### src/rtl/sme_mask_encode.sv
// sme_mask_encode: splits a plaintext word into D boolean shares using D-1 fresh random words
module sme_mask_encode #(
  parameter int D = 3,
  parameter int N = 32
) (
  input  logic         g_clk,
  input  logic         g_resetn,
  input  logic         flush,
  input  logic         in_valid,
  output logic         in_ready,
  input  logic [N-1:0] in_data,
  output logic         rng_req,
  input  logic         rng_ack,
  input  logic [N-1:0] rng_data,
  output logic         out_valid,
  input  logic         out_ready,
  output logic [N-1:0] out_shares [D]
);
  localparam int CW = $clog2(D);
  typedef enum logic [1:0] {IDLE, GATHER, OUT} state_t;
  state_t        r_state, w_next;
  logic [CW-1:0] r_cnt;
  logic [N-1:0]  r_acc;
  logic [N-1:0]  r_share [D];
  logic          w_last, w_accept, w_take, w_done;
  assign w_last   = r_cnt == CW'(D - 2);
  assign w_accept = !flush && r_state == IDLE && in_valid;
  assign w_take   = !flush && r_state == GATHER && rng_ack;
  assign w_done   = r_state == OUT && out_ready;
  // state register
  always_ff @(posedge g_clk or negedge g_resetn)
    if (!g_resetn) r_state <= IDLE;
    else r_state <= w_next;
  // next state and handshake outputs, flush overrides every other event
  always_comb begin
    in_ready  = r_state == IDLE;
    rng_req   = r_state == GATHER;
    out_valid = r_state == OUT;
    w_next    = r_state;
    if (flush) w_next = IDLE;
    else if (w_accept) w_next = GATHER;
    else if (w_take && w_last) w_next = OUT;
    else if (w_done) w_next = IDLE;
  end
  // accumulator, counter and share registers; the plaintext only lives in r_acc
  always_ff @(posedge g_clk or negedge g_resetn)
    if (!g_resetn) begin
      r_acc <= '0;
      r_cnt <= '0;
      for (int k = 0; k < D; k++) r_share[k] <= '0;
    end else if (flush || w_done) begin
      r_acc <= '0;
      r_cnt <= '0;
      for (int k = 0; k < D; k++) r_share[k] <= '0;
    end else if (w_accept) begin
      r_acc <= in_data;
      r_cnt <= '0;
    end else if (w_take) begin
      r_acc <= r_acc ^ rng_data;
      r_cnt <= r_cnt + CW'(1);
      for (int k = 1; k < D; k++)
        if (k == int'(r_cnt) + 1) r_share[k] <= rng_data;
      if (w_last) r_share[0] <= r_acc ^ rng_data;
    end
  // shares are only visible while the set is being offered
  for (genvar g = 0; g < D; g++) begin : g_out
    assign out_shares[g] = out_valid ? r_share[g] : '0;
  end
endmodule
### config.mk
export PLATFORM = sky130hd
export DESIGN_NAME = sme_mask_encode
export DESIGN_NICKNAME = d
export VERILOG_FILES = /design/src/rtl/sme_mask_encode.sv
export SDC_FILE = /design/constraint.sdc
export NUM_CORES = 1
export LEC_CHECK = 0
export CORE_ASPECT_RATIO = 0.75
export CORE_MARGIN = 5
export CORE_UTILIZATION = 45
export DETAILED_ROUTE_END_ITERATION = 6
export PLACE_DENSITY = 0.86
export SYNTH_ARGS = -nofsm -noshare
export SYNTH_HDL_FRONTEND = slang
export SYNTH_SLANG_ARGS = --single-unit
### constraint.sdc
create_clock -name g_clk -period 1.6 [get_ports g_clk]
set_clock_uncertainty 0.1 [all_clocks]
set_input_delay 0.16 -clock g_clk [delete_from_list [all_inputs] [get_ports g_clk]]
set_output_delay 0.16 -clock g_clk [all_outputs]
set_load 0.01 [all_outputs]
==> metrics.md <==
| Metric | Value |
|---|---|
| Global route overflow | 0 |
| R2R depth | 9 |
| Least-Margin Pin Slew | 0.346 ns |
| CP Capture Type | output pin |
| Fin. Hold Viols | 0 |
| Fin nets | approximately 940 |
| Leakage | between 5 and 6 nW |
| Die area | 0.0179 mm2 |
| Relative max-transition margin | between 70% and 80% |
| Final worst path period share | 131% |
| Critical R2R Launch | r_state[0] |
| Worst reg2reg endpoint | r_share[75] |
| Synth async-reset ratio | 100% |
| Clk_lat worst skew | approximately 0.43 ns |
| Internal power | 0.00733 W |
| Final Critical Period | 2.09 ns |
| Final setup violation count | 231 |
| I/O pin cnt | between 150 and 200 |
| Layout fillers | 1,006 |
| Synth top area share | roughly half |
| TritonCTS clock tree | built |
| Vias in the first global route | 6,199 |
| DRC | 0 |
| Syn_nets | 707 |
| Mapped Area | 0.00688 mm2 |
| PD cells | 904 mW/mm2 |
| Initial antenna violation count | 0 |
| Synth area leaders | dfrtp_1, mux2_2, and2_1, o21ai_0, nor3b_1 |
| RSZ-0062 raised after global routing | yes |
| Placed cell count | 1,003 |
| Routed Antenna Nets | 0 |
| Drt via density | 5.79 |
| Pre-antenna DRT Iters | 5 |
| Sequential Power Share | 38.7% |
| Wirelength per Cell | 24.2 um |
| Routed vias | 6,304 |
| 1st-iter DRT viols | 529 |
| Largest net degree at the start of global routing | 46 |
| CP Max Fanout | 7 |
| Post-Route WL | 26.3 mm |
| Layout Cells excl Fill | 1,089 |
| Leading cell type by number of instances after synthesis | dfrtp_1 |
| Hold Crit Class | in -> async |
| Max VDD drop | 808 uV |
| Startpoint Class | register |
| Top cell type by total area after synthesis | dfrtp_1 |
| Mapped Cells | 634 |
| Root buf cell | clkbuf_16 |
| CP Class | reg -> out |
| Die Ht | 117 um |
| Area growth syn-to-layout | 58.5% |
| Proportion of layout cells with a drive suffix above 1 | roughly 40% |
| H-tree Lvls | 4 |
| Gpl congestion | roughly 0.85 |
| Post-synthesis register bit count | 132 |
| Final setup margin | -0.493 ns |
| Top cells by count, synth | dfrtp_1, and2_1, mux2_2 |
| Clock slew at reported path FFs | 0.06 ns |
| TritonCTS Sinks | about 130 |
| Final Max Tran Viols | 0 |
| Psw | between 0.002 and 0.003 W |
| Switching fraction of total power | 25.7% |
| Sequential area share after synthesis | 48.0% |
| Reg2reg setup slack | -0.47 ns |
| Placement row count | 39 |
| Input/output buffers | 168 |
| Starting Density | 45.5% |
| Fin Setup TNS | -74.71 ns |
| Yosys cell types | 40 |
| EDFF count, synth | 0 |
| Max-cap violation count | 0 |
| Number of diodes | 0 |
| CORE AREA | 0.0151 mm2 |
| Clk network pwr share | 43.7% |
| Outcome | finished with violations |
| Synthesized area per cell | 10.9 um2 |
| Total CTS buffers | 17 |
| Failing checks | negative setup slack |
| First-pass GRT wire length | 35.9 mm |
| Final HPWL DP | ~14 mm |
| CP Data Required Time | 1.34 ns |
| Clock Path Buffers | 2 |
| Max Freq | 0.478 GHz |
| Logic pwr share | 17.6% |
| Post-synth top flop | dfrtp_1 |
| Gr usage total | 26.4% |
| DIE WIDTH | 153 um |
| Critical Path AT | 1.83 ns |
| Yosys warning total | 0 |
[cell families (layout without fill, tap and decap cells)]
| family | after synthesis | in the layout | share of synthesized area, % |
|---|---|---|---|
| AOI/OAI and AO/OA | 131 | 131 | 12.7 |
| muxes | 66 | 66 | 10.8 |
| xor gates and xnor gates | 33 | 33 | 4.20 |
| and+or+nand+nor | 216 | 216 | 19.2 |
| buffers and inverters | 53 | 303 | 4.51 |
| DFF | 132 | 132 | 48.0 |
| adders and majority gates | 3 | 3 | 0.546 |
[worst max-delay path by stage]
stage | slack, ns | cells past startpoint | from | to
2_1_floorplan | -0.11 | 8 | r_state[0] | r_state[1]
3_3_place_gp | -0.35 | 5 | rng_ack | r_share[9]
3_5_place_dp | -0.43 | 6 | in_valid | r_acc[11]
4_1_cts | -0.59 | 4 | r_state[0] | out_shares[28]
5_1_grt | -0.53 | 8 | r_state[1] | out_shares[73]
6_report | -0.49 | 8 | r_state[1] | out_shares[76]
[worst max-delay path, stage by stage, from the launching register on]
cell     delay, ns
dfrtp_1       0.37
nor2b_4       0.14
buf_6         0.12
buf_6         0.12
buf_8         0.12
buf_8         0.13
buf_16        0.13
and2_4        0.16
buf_6         0.11
[registers in the layout (all words and copies together) (netlist names)]
signal,flops
r_acc,32
r_cnt,2
r_state,2
r_share,96
[layout by cell type (no fill, tap or decap), types with 3 or more instances in the layout]
cell             instances
buf_2                   28
ha_1                     3
nor2_1                  43
and2_4                  33
xor2_1                  16
dlymetal6s2s_1           7
o21bai_1                 5
buf_6                   54
mux2_2                  10
mux2_4                  54
a21oi_4                  3
buf_8                    5
clkdlybuf4s15_2         15
a21oi_1                 23
clkbuf_16               25
a22o_1                  16
xnor2_1                 16
a211oi_2                14
a221o_1                  5
clkdlybuf4s50_1         68
bufinv_16                4
buf_4                   39
o21ai_1                 29
nor4b_1                  5
a21oi_2                  5
clkbuf_2                13
o21ai_0                 26
clkbuf_8                 4
and2_1                  63
dfrtp_1                132
buf_16                  11
buf_12                  19
nor3b_1                 24
nor3b_2                  3
and3_1                  32
[routing by layer]
metal / vias to the layer above / global-route usage, % / wire length, um
li1: 2689 / - / -
met1: 3148 / 34.0 / 10800
met2: 409 / 42.8 / 12100
met3: 58 / 8.82 / 2690
met4: 0 / 8.31 / 660
met5: - / 0 / 0
[power groups by stage]
| stage | clock (W) | sequential [W] | combinational (W) |
|---|---|---|---|
| final | 0.00431 | 0.00382 | 0.00174 |
| after global routing | 0.00450 | 0.00383 | 0.00184 |
| after CTS | 0.00429 | 0.00378 | 0.00149 |
| after detailed placement | 0 | 0.00383 | 0.00128 |
| after global placement | 0 | 0.00382 | 0.00124 |
| after floorplan | 0 | 0.00377 | 0.000732 |
[cell type report]
cell class | instances | area [um2] | share of cell area, %
multi-input combinational | 449 | 3670 | 33.7
timing repair buffer | 268 | 3010 | 27.6
clock inverter | 11 | 171 | 1.57
tap | 205 | 256 | 2.35
inverter | 3 | 11.3 | 0.103
clock buffer | 21 | 480 | 4.41
sequential | 132 | 3300 | 30.3
[timing repair]
action / 4_1_cts / 5_1_grt
endpoints found under the hold margin: 132 / 0
gates cloned: 14 / 11
hold buffers: 1 / 0
pin swaps: 12 / 34
buffers inserted: 15 / 21
resized for setup: 286 / 245
endpoints found under the setup margin: 229 / 231
[through the flow]
step	hold WS, ns	power [W]	utilization (%)	area [um2]	setup WS (ns)
after floorplan	-0.236	0.00450	-	6910	-0.112
after global placement	-0.0553	0.00506	60.1	9090	-0.348
after detailed placement	-0.0545	0.00511	60.1	9090	-0.434
after CTS	0.0745	0.00956	67.9	10300	-0.593
after global routing	0.0807	0.0102	72.1	10900	-0.528
final	0.0688	0.00986	72.1	10900	-0.493
No activity file was read; power rests on OpenSTA's default activity.
